--- src/rtl/wb_mux_pipe.sv ---
// Registered N:1 word selector with a valid/ready output stage, sticky bad-select flag and transfer counter.
// Build option: define WB_MUX_PIPE_SKID_EN to add a one-entry skid register and a registered in_ready.
module wb_mux_pipe #(
  parameter int WIDTH   = 16,
  parameter int NUM_SRC = 4,
  parameter int SEL_W   = 2
) (
  input  logic                     clk,
  input  logic                     rst,
  input  logic [NUM_SRC*WIDTH-1:0] src,
  input  logic [SEL_W-1:0]         sel,
  input  logic                     in_valid,
  output logic                     in_ready,
  output logic [WIDTH-1:0]         out_data,
  output logic [SEL_W-1:0]         out_sel,
  output logic                     out_valid,
  input  logic                     out_ready,
  output logic                     sel_err,
  output logic [15:0]              xfer_cnt
);

  // Handshake: a word moves on any cycle where valid and ready are both high;
  // the producer keeps valid/data stable until then, ready never depends on valid.

  logic [WIDTH-1:0] mux_data;
  logic             sel_bad;
  logic [WIDTH-1:0] data_q;
  logic [SEL_W-1:0] sel_q;
  logic             valid_q;
  logic             err_q;
  logic [15:0]      xfer_cnt_q;
  logic             in_xfer;
  logic             out_xfer;

  // An out-of-range select matches no source and yields all-zero data.
  always_comb begin
    mux_data = '0;
    sel_bad  = 1'b1;
    for (int i = 0; i < NUM_SRC; i++) begin
      if (sel == SEL_W'(i)) begin
        mux_data = src[i*WIDTH +: WIDTH];
        sel_bad  = 1'b0;
      end
    end
  end

  assign in_xfer   = in_valid & in_ready;
  assign out_xfer  = valid_q & out_ready;
  assign out_data  = data_q;
  assign out_sel   = sel_q;
  assign out_valid = valid_q;
  assign sel_err   = err_q;
  assign xfer_cnt  = xfer_cnt_q;

`ifdef WB_MUX_PIPE_SKID_EN
  logic             skid_full;
  logic [WIDTH-1:0] skid_data;
  logic [SEL_W-1:0] skid_sel;
  logic             out_load;

  assign in_ready = ~skid_full;
  assign out_load = ~valid_q | out_ready;

  // The skid word always drains ahead of new input, which preserves order.
  always_ff @(posedge clk) begin
    if (rst) begin
      valid_q   <= 1'b0;
      data_q    <= '0;
      sel_q     <= '0;
      skid_full <= 1'b0;
      skid_data <= '0;
      skid_sel  <= '0;
    end else if (out_load) begin
      if (skid_full) begin
        valid_q   <= 1'b1;
        data_q    <= skid_data;
        sel_q     <= skid_sel;
        skid_full <= 1'b0;
      end else if (in_xfer) begin
        valid_q <= 1'b1;
        data_q  <= mux_data;
        sel_q   <= sel;
      end else begin
        valid_q <= 1'b0;
      end
    end else if (in_xfer) begin
      skid_full <= 1'b1;
      skid_data <= mux_data;
      skid_sel  <= sel;
    end
  end
`else
  assign in_ready = ~valid_q | out_ready;

  always_ff @(posedge clk) begin
    if (rst) begin
      valid_q <= 1'b0;
      data_q  <= '0;
      sel_q   <= '0;
    end else if (in_xfer) begin
      valid_q <= 1'b1;
      data_q  <= mux_data;
      sel_q   <= sel;
    end else if (out_xfer) begin
      valid_q <= 1'b0;
    end
  end
`endif

  always_ff @(posedge clk) begin
    if (rst) begin
      err_q      <= 1'b0;
      xfer_cnt_q <= '0;
    end else begin
      if (in_xfer && sel_bad)
        err_q <= 1'b1;
      if (out_xfer && (xfer_cnt_q != 16'hFFFF))
        xfer_cnt_q <= xfer_cnt_q + 16'd1;
    end
  end

endmodule
--- config.mk ---
export PLATFORM = sky130hd
export DESIGN_NAME = wb_mux_pipe
export DESIGN_NICKNAME = d
export VERILOG_FILES = /design/src/rtl/wb_mux_pipe.sv
export SDC_FILE = /design/constraint.sdc
export NUM_CORES = 1
export LEC_CHECK = 0
export CAP_MARGIN = 20
export CORE_UTILIZATION = 36
export CTS_CLUSTER_SIZE = 28
export DETAILED_ROUTE_END_ITERATION = 10
export PLACE_DENSITY = 0.76
export SLEW_MARGIN = 20
export SYNTH_ARGS = -nofsm -noshare
export SYNTH_HDL_FRONTEND = slang
export SYNTH_SLANG_ARGS = --single-unit
--- constraint.sdc ---
create_clock -name clk -period 2.7 [get_ports clk]
set_input_delay 0.81 -clock clk [delete_from_list [all_inputs] [get_ports clk]]
set_output_delay 0.81 -clock clk [all_outputs]
set_load 0.01 [all_outputs]
# --- Yosys cells after proc, flatten, opt, wreduce, memory -nomap -nowiden ---
# Index checks and enable logic that the tools add are counted.
totals:
  output_inout_bits: 37
  input_bits: 70
  word_cells: 28
  register_bits: 36
op_classes:
  eq_ne: 4
  n_reduce_logical: 4
  muxes: 10
  bitwise: 4
  addsub: 1
op_table:
  columns: ["cell", "count"]
  rows:
  - ["$mux W16", 4]
  - ["$add A16 B1 Y16 const B", 1]
  - ["$ne A16 B16 Y1 const B", 1]
  - ["$mux W1", 6]
  - ["$eq A2 B2 Y1 const B", 2]
  - ["$and A1 B1 Y1", 2]
  - ["$eq A2 B1 Y1 const B", 1]
  - ["$logic_and A1 B1 Y1", 2]
  - ["$logic_not A2 Y1", 1]
  - ["$reduce_bool A2 Y1", 1]
  - ["$not A1 Y1", 1]
  - ["$or A1 B1 Y1", 1]

# --- Depth between registers and ports, before layout ---
# Gate-level depths: netlist (run 1).
logic_depth:
  ltp_word: 6
  depth_mapped: 6
  depth_no_buf: 5

# --- Worst setup path before layout (run 1) ---
# Ideal clock, no wire load.
synth_path:
  kind: "input -> register"
  from: "in sel[0]"
  to: "reg data_q[6], in the netlist out_data[6]"
  t_required_ns: 2.568
  path_stages: 5
  arrival_time_ns: 1.894
  path_slack_ns: 0.674
  n_path_buf: 2
  setup_ns: 0.132
  path_cell_list: "buf_2 buf_4 mux4_2 nand2_1 a21oi_1"
synth_via:
  elab_chain_len: 5
  word_cells_on_any_way: 8
  cone_classes: "3 x eq/ne; 4 x mux; 1 x reduce/logical"
synth_lines:
  columns: ["element", "line", "text"]
  rows:
  - ["from (decl)", "11", "input logic [SEL_W-1:0] sel,"]
  - ["$logic_not A2 Y1", "40", "if (sel == SEL_W'(i)) begin"]
  - ["$mux W16 (3 in series)", "40", null]
  - ["$mux W16 (*)", "40", null]
  - ["to (signal assigned)", "102", "data_q <= mux_data;"]
  - ["to (decl)", "27", "logic [WIDTH-1:0] data_q;"]
# Mark *: on every way between the ends. The rest lies on a longest branch, timed or not.
# A chain may end at the register's enable or synchronous reset.

# --- Worst setup path after layout (run 1) ---
layout_path:
  from: "in out_ready"
  to: "out in_ready"
layout_via:
  elab_chain_len: 1
layout_lines:
  columns: ["element", "line", "text"]
  rows:
  - ["from (decl)", "17", "input logic out_ready,"]
  - ["$or A1 B1 Y1", "93", "assign in_ready = ~valid_q | out_ready;"]
  - ["to (decl)", "13", "output logic in_ready,"]
# Every way passes these cells.

==> results.yml, run 1 <==
outcome:
  status: "finished clean"
floorplan:
  die_x_um: 74.7
  io_pins: 107
  core_region_area_um2: 5110
  initial_core_util_pct: 37.2
  die_area_um2: 5570
  die_h_um: 74.7
  rows: 26
clocking:
  cts_num_sinks: 36
  clk_latency_ps: 290
  cts_tree: "done"
  cts.path.max_buffers: 2
  cts_hold_buffers: 0
  h-tree-depth: 2
  postCtsSetupRepairBufs: 0
  cts_buffers: 5
  cts_root_buf: "clkbuf_8"
  clk_pin_slew_ps: 70
grt:
  grt_pass1_vias: 1793
  grt_overflow: 0
  grt_pass1_wl_mm: 8.12
  antenna_found_initial: 0
  grt_max_degree: 24
  track_usage_pct: 19.6
finish:
  area_growth_pct: 65.4
  fin_nets: 376
  mostFrequentLayoutCells: "105 x clkdlybuf4s50_1, 40 x nand2_1, 36 x dfxtp_1"
  fillers: 463
  final_area_um2: 3140
  layout_commonest_cell: "clkdlybuf4s50_1"
  drive_gt1_share_pct: 13.4
  num_antenna_cells: 0
power:
  ir_drop_uv: 197
  clkPwrFrac_pct: 32.4
  p_int_mw: 0.937
  seqPwrFrac_pct: 45.7
  comb_power_share_pct: 21.9
  switchingPower_mw: 0.299
  power_leakage_nw: 1.11
  power_density_nw_per_um2: 393
  switching_share_pct: 24.2
yosys:
  synthFlopType: "dfxtp_1"
  syn_area_um2: 1900
  synth.distinct_cells: 43
  ys_ff_latch: 36
  async_flop_share_pct: 0
  syn_area_per_cell_um2: 9.70
  seq_area_frac_synth_pct: 37.9
  synth.top_cell.area_share_pct: 37.9
  synth_edf_count: 0
  ys_warn_count: 0
  syn_inst: 196
  syn-num-nets: 267
  synthTopCellsByArea: "dfxtp_1 38%, mux4_2 19%, nand2_1 7.9%"
  synth_top_cell_by_area: "dfxtp_1"
routing:
  vias: 1894
  wire_per_inst_um: 13.6
  drc: 0
  via_per_inst: 5.04
  first_iter_violations: 67
  ant_nets: 0
  drt-total-wl_mm: 5.12
  dr.pass1.iters: 4
critical_path:
  critPathKind: "in2out"
  cp_max_fo: 2
  endpoint_kind: "output port"
  cp_data_required_time_ps: 1890
  max_stage_delay_ps: 480
  worstSetupStartpointType: "input pin"
  cp_cell_sequence: "clkdlybuf4s50_1 > nand2b_1 > dlygate4sd2_1"
  cp_slowest_cell: "clkdlybuf4s50_1"
  arrival_ps: 1680
job:
  cap_violations: 0
place:
  place.gp.congestion: 0.785
  io_buffers: 106
  hpwl_mm: 4.01
  place_area_um2: 3050
sta:
  finClkSkew_ps: 5.73
  fmax_ghz: 0.402
  maxSlewHeadroom_pct: 39.2
  grt_setup_unrepaired: "no"
  worst_slew_pin_slew_ps: 902
  finalSetupViolations: 0
  fin_tns_setup_ps: 0
  period_minus_slack_ps: 2490
  hold_violations: 0
  finalCritPeriodShare_pct: 92.1
  maxSlewViolCount: 0
min_path:
  hp-class: "reg2reg"
[kinds of logic (layout without fill, tap and decap cells)]
kind of cell	after synthesis	in the layout	share of synthesized area, %
AND/OR/NAND/NOR	79	79	22.1
adder cells (fa/ha/maj)	1	1	0.658
XOR/XNOR	1	1	0.461
AO/OA/AOI/OAI	43	43	14.3
buffers and inverters	17	127	3.95
multiplexers	19	19	20.7
flip-flops	36	36	37.9
[repair_timing]
item                                    in CTS  in global routing
gates resized for setup                      1                  0
hold endpoints to repair                     0                  0
endpoints found under the setup margin       1                  0
[through the flow]
step / hold WS (ps) / cells / util, % / power [mW] / setup slack (ps)
CTS: 455 / 376 / 61.6 / 1.25 / 201
floorplan: 481 / 196 / - / 0.685 / 674
global placement: 441 / 368 / 59.8 / 0.845 / -35.2
finish: 455 / 376 / 61.6 / 1.24 / 215
global route: 478 / 376 / 61.6 / 1.30 / 148
detailed placement: 446 / 368 / 59.8 / 0.851 / -63.5
[sequential cells by signal (all words and copies together), names as in the netlist]
name	count
out_data	16
out_valid	1
out_sel	2
xfer_cnt	16
sel_err	1
[cell type report]
class | count | area [um^2] | area share [%]
repair buffers | 114 | 1120 | 35.6
multi-input cells | 143 | 1100 | 35.1
flip-flops and latches | 36 | 721 | 22.9
well taps | 70 | 87.6 | 2.79
clock buffers | 6 | 82.6 | 2.63
inverters | 5 | 18.8 | 0.597
clock inverters | 2 | 10.0 | 0.318
[power by group through the flow]
stage | combinational, mW | clock [mW] | sequential, mW
3_5_place_dp | 0.274 | 0 | 0.577
2_1_floorplan | 0.0995 | 0 | 0.586
5_1_grt | 0.294 | 0.442 | 0.567
4_1_cts | 0.275 | 0.413 | 0.565
6_report | 0.271 | 0.401 | 0.564
3_3_place_gp | 0.269 | 0 | 0.576
[Yosys cell counts (all sizes together), types with 5 or more instances]
master  number
buf          7
clkbuf       5
mux4        16
nand2       40
inv          5
or4          5
nand3        5
a21oi       29
dfxtp       36
[metal layers]
metal,vias up,share of wire (%),GRT usage (%)
met4,0,1.5,7.13
met5,-,0,0
met3,8,8.4,6.16
li1,945,-,-
met1,865,39,22.6
met2,76,51,34.0
[final timing paths]
path,startpoint,end,slack (ps),cells past startpoint
max,out_ready,in_ready,210,3
min,out_data[3],out_data[3],460,2
max reg2reg,xfer_cnt[0],xfer_cnt[1],510,5
min reg2reg,out_data[3],out_data[3],460,2
[worst max-delay path: cells and delay by family]
family                 cells  cell delay (ps)
buffers and inverters      2              750
AND/OR/NAND/NOR            1              120
Note: power is estimated with default switching activity, not from simulation.
==> inputs of run 2 (changes only) <==
--- a/config.mk
+++ b/config.mk
@@ -5,11 +5,14 @@
 export SDC_FILE = /design/constraint.sdc
 export NUM_CORES = 1
 export LEC_CHECK = 0
+export ABC_AREA = 1
 export CAP_MARGIN = 20
 export CORE_UTILIZATION = 36
 export CTS_CLUSTER_SIZE = 28
 export DETAILED_ROUTE_END_ITERATION = 10
-export PLACE_DENSITY = 0.76
+export GPL_ROUTABILITY_DRIVEN = 0
+export PLACE_DENSITY = 0.75
+export SETUP_SLACK_MARGIN = 0.1
 export SLEW_MARGIN = 20
 export SYNTH_ARGS = -nofsm -noshare
 export SYNTH_HDL_FRONTEND = slang
==> results.yml, run 2 <==
outcome:
  status: "finished clean"
routing:
  via_per_inst: 4.96
  drc: 0
  vias: 2387
  ant_nets: 0
  wire_per_inst_um: 12.6
  first_iter_violations: 115
  dr.pass1.iters: 4
  drt-total-wl_mm: 6.04
grt:
  grt_pass1_wl_mm: 10.0
  grt_pass1_vias: 2261
  grt_max_degree: 24
  antenna_found_initial: 0
  grt_overflow: 0
  track_usage_pct: 21.4
yosys:
  async_flop_share_pct: 0
  synth.distinct_cells: 25
  syn_area_per_cell_um2: 6.63
  syn_area_um2: 1990
  syn_inst: 300
  seq_area_frac_synth_pct: 36.2
  synth_top_cell_by_area: "dfxtp_1"
  syn-num-nets: 371
  ys_ff_latch: 36
  ys_warn_count: 0
  synthTopCellsByCount: "89 x nand2_1, 36 x dfxtp_1, 29 x nor2_1"
  synthTopCellsByArea: "dfxtp_1 36%, nand2_1 17%, o21ai_0 6.8%"
  synth_edf_count: 0
  synthFlopType: "dfxtp_1"
  synth.top_cell.area_share_pct: 36.2
  yosysMostFrequentCell: "nand2_1"
critical_path:
  arrival_ps: 1670
  endpoint_kind: "output port"
  cp_data_required_time_ps: 1890
  critPathKind: "in2out"
  cp_cell_sequence: "clkdlybuf4s50_1 > inv_1 > nand2_1 > dlygate4sd2_1"
  cp_slowest_cell: "clkdlybuf4s50_1"
  path_buf_inv: 3
  worstRegToRegCells: 11
  cp.depth: 4
  cp_top_family: "buffers and inverters"
  worstSetupStartpointType: "input pin"
  cp_max_fo: 2
  max_stage_delay_ps: 470
sta:
  period_minus_slack_ps: 2480
  fmax_ghz: 0.403
  finalCritPeriodShare_pct: 91.8
  finalSetupViolations: 0
  setup_ws_ps: 220
  maxSlewHeadroom_pct: 63.4
  grt_setup_unrepaired: "no"
  finClkSkew_ps: 5.78
  maxSlewViolCount: 0
  worst_slew_pin_slew_ps: 549
  hold_violations: 0
power:
  ir_drop_uv: 200
  power_density_nw_per_um2: 386
  power_leakage_nw: 1.18
floorplan:
  initial_core_util_pct: 38.2
  die_area_um2: 5830
  die_x_um: 76.3
  io_pins: 107
  core_region_area_um2: 5200
  die_h_um: 76.3
  rows: 26
clocking:
  cts_root_buf: "clkbuf_8"
  cts.path.max_buffers: 2
  h-tree-depth: 2
  cts_resized: 1
  cts_num_sinks: 36
  cts_hold_buffers: 0
  cts_tree: "done"
  cts_buffers: 5
  clk_latency_ps: 280
  clk_pin_slew_ps: 70
  postCtsSetupRepairBufs: 0
finish:
  area_growth_pct: 63.0
  fin_nets: 481
  post-route-util_pct: 62.3
  num_antenna_cells: 0
  mostFrequentLayoutCells: "105 x clkdlybuf4s50_1, 89 x nand2_1, 36 x dfxtp_1"
  layout_commonest_cell: "clkdlybuf4s50_1"
  drive_gt1_share_pct: 7.79
place:
  post-place-ws_ps: -56.8
  hpwl_mm: 4.67
  io_buffers: 106
job:
  cap_violations: 0
min_path:
  holdPathStages: 2
  hp-class: "reg2reg"
-- run 2: cell families (layout without fill, tap and decap cells) --
| group | Yosys count | after routing | synth area share [%] |
|---|---|---|---|
| AOI/OAI and AO/OA | 74 | 74 | 21.8 |
| and+or+nand+nor | 150 | 150 | 31.8 |
| adders and majority gates | 1 | 1 | 0.629 |
| xor gates and xnor gates | 6 | 6 | 2.64 |
| buffers and inverters | 33 | 144 | 6.98 |
| DFF | 36 | 36 | 36.2 |
-- run 2: area by class of cell --
class,instances,area [um^2]
inverter,19,72.6
multi-input combinational,231,1130
clock buffer,8,90.1
timing repair buffer,117,1140
fill,496,1960
sequential,36,721
tap,70,87.6
-- run 2: report_power, final --
part / internal (mW) / total, mW / switching, mW
Sequential: 0.556 / 0.571 / 0.0150
Clock: 0.208 / 0.394 / 0.185
Combinational: 0.169 / 0.285 / 0.116
-- run 2: final timing paths --
path,startpoint,slack [ps],endpoint
min,sel_err,420,sel_err
max reg2reg,xfer_cnt[0],1010,xfer_cnt[10]
min reg2reg,sel_err,420,sel_err
max,out_ready,220,in_ready
-- run 2: stage by stage --
step	cell area, um^2	total power [mW]	hold slack, ps	TNS [ps]	std cells
3_5_place_dp	3150	0.869	415	-56.8	473
4_1_cts	3240	1.26	429	0	481
5_1_grt	3240	1.31	475	0	481
6_report	3240	1.25	425	0	481
3_3_place_gp	3150	0.867	418	-44.5	473
2_1_floorplan	1990	0.681	447	0	300
-- run 2: tightest hold or removal path, stage by stage (launching register included) --
cell and delay [ps]:
dfxtp_1 310, inv_1 50, nor2_1 30
-- run 2: layer usage --
layer / share of wire [%] / global-route usage, % / wire (um) / up-vias
li1: - / - / - / 1223
met1: 40 / 24.2 / 2440 / 1055
met2: 48 / 36.8 / 2890 / 101
met3: 10 / 8.26 / 631 / 8
met4: 1.4 / 6.35 / 82 / 0
met5: 0 / 0 / 0 / -
==> inputs of run 3 (changes only) <==
--- a/config.mk
+++ b/config.mk
@@ -7,6 +7,7 @@
 export LEC_CHECK = 0
 export ABC_AREA = 1
 export CAP_MARGIN = 20
+export CORE_MARGIN = 2
 export CORE_UTILIZATION = 36
 export CTS_CLUSTER_SIZE = 28
 export DETAILED_ROUTE_END_ITERATION = 10
==> results.yml, run 3 (same netlist as run 2, synthesis figures left out) <==
critical_path:
  rr_startpoint: "xfer_cnt[1]"
  arrival_ps: 1670
  rrSetupSlack_ps: 1020
  worstSetupStartpointType: "input pin"
  cp_data_required_time_ps: 1890
  endpoint_kind: "output port"
  critPathKind: "in2out"
  timing.rr.end: "xfer_cnt[8]"
  worstRegToRegCells: 11
  cp_max_fo: 2
finish:
  area_growth_pct: 62.1
  layout_commonest_cell: "clkdlybuf4s50_1"
  mostFrequentLayoutCells: "105 x clkdlybuf4s50_1, 89 x nand2_1, 36 x dfxtp_1"
  fillers: 507
  drive_gt1_share_pct: 7.58
  final_area_um2: 3230
  fin_nets: 480
  num_antenna_cells: 0
routing:
  drt-met1-wl_mm: 2.60
  wl_met3_um: 528
  dr.pass1.iters: 4
  wire_per_inst_um: 12.8
  drt-total-wl_mm: 6.17
  via_per_inst: 5.00
  top_layer_used: "met4"
  drc: 0
  met2_length_mm: 3.01
  vias: 2405
  first_iter_violations: 75
  ant_nets: 0
grt:
  grt_pass1_vias: 2386
  antenna_found_initial: 0
  grt_pass1_wl_mm: 10.3
  grt_max_degree: 25
  track_usage_pct: 20.9
  grt_overflow: 0
sta:
  finalSetupViolations: 0
  finClkSkew_ps: 3.20
  maxSlewHeadroom_pct: 60.1
  fmax_ghz: 0.404
  maxSlewViolCount: 0
  worst_slew_pin_slew_ps: 597
  hold_violations: 0
  fin_tns_setup_ps: 0
  grt_setup_unrepaired: "no"
  period_minus_slack_ps: 2480
  finalCritPeriodShare_pct: 91.7
floorplan:
  io_pins: 107
  die_h_um: 78.3
  die_area_um2: 6140
  die_x_um: 78.3
  rows: 27
  core_region_area_um2: 5410
  initial_core_util_pct: 36.8
min_path:
  min_from: "sel_err"
  min_to: "sel_err"
  holdPathStages: 2
  hp-class: "reg2reg"
clocking:
  cts.path.max_buffers: 2
  clk_pin_slew_ps: 70
  cts_num_sinks: 36
  cts_root_buf: "clkbuf_8"
  h-tree-depth: 2
  clk_latency_ps: 280
  cts_buffers: 5
  cts_hold_buffers: 0
  cts_tree: "done"
outcome:
  status: "finished clean"
place:
  hpwl_mm: 4.80
  io_buffers: 106
  place_area_um2: 3150
job:
  cap_violations: 0
power:
  power_density_nw_per_um2: 376
  power_leakage_nw: 1.17
  ir_drop_uv: 255
## run 3: cell count changes in the layout (fill, tap and decap cells not counted), sizes merged
| cell | change |
|---|---|
| clkbuf | -2 |
| clkinv | +1 |
| buf | -1 |
## run 3: area by class of cell
type / instances / area [um^2] / share of cell area, %
inverter: 19 / 72.6 / 2.25
tap: 72 / 90.1 / 2.79
clock buffer: 6 / 72.6 / 2.25
clock inverter: 1 / 5.00 / 0.155
timing repair buffer: 116 / 1130 / 35.2
multi-input combinational: 231 / 1130 / 35.0
sequential: 36 / 721 / 22.3
## run 3: worst max-delay path by stage
stage              start  endpoint  slack [ps]
6_report       out_ready  in_ready         220
4_1_cts        out_ready  in_ready         220
5_1_grt        out_ready  in_ready         140
3_3_place_gp   out_ready  in_ready         -50
2_1_floorplan  out_ready  in_ready         930
3_5_place_dp   out_ready  in_ready         -50
## run 3: worst max-delay path: stages
cell,delay [ps]
clkdlybuf4s50_1,470
inv_1,50
nand2_1,70
dlygate4sd2_1,260
## run 3: power by group
part	internal [mW]	switching (mW)	leakage [nW]	total, mW
Clock	0.176	0.183	0.0410	0.358
Sequential	0.556	0.0147	0.295	0.571
Combinational	0.168	0.116	0.838	0.284
Total	0.900	0.314	1.17	1.21
## run 3: repair_timing
action                     CTS  global route
gates resized for setup      1             0
buffers inserted             0             0
setup endpoints to repair    1             0
## run 3: through the flow
step                util [%]  setup slack, ps  hold slack, ps  total power, mW  instances
floorplan                  -              925             447            0.681        300
global placement        58.3            -46.0             411            0.864        474
detailed placement      58.3            -54.3             430            0.868        474
CTS                     59.7              215             440             1.23        481
global route            59.7              137             472             1.27        481
finish                  59.7              224             441             1.21        481
## run 3: routing by layer
metal,track usage (%),vias to the layer above
met2,36.9,83
met1,23.6,1099
met3,7.93,2
li1,-,1221
met4,5.26,0
met5,0,-
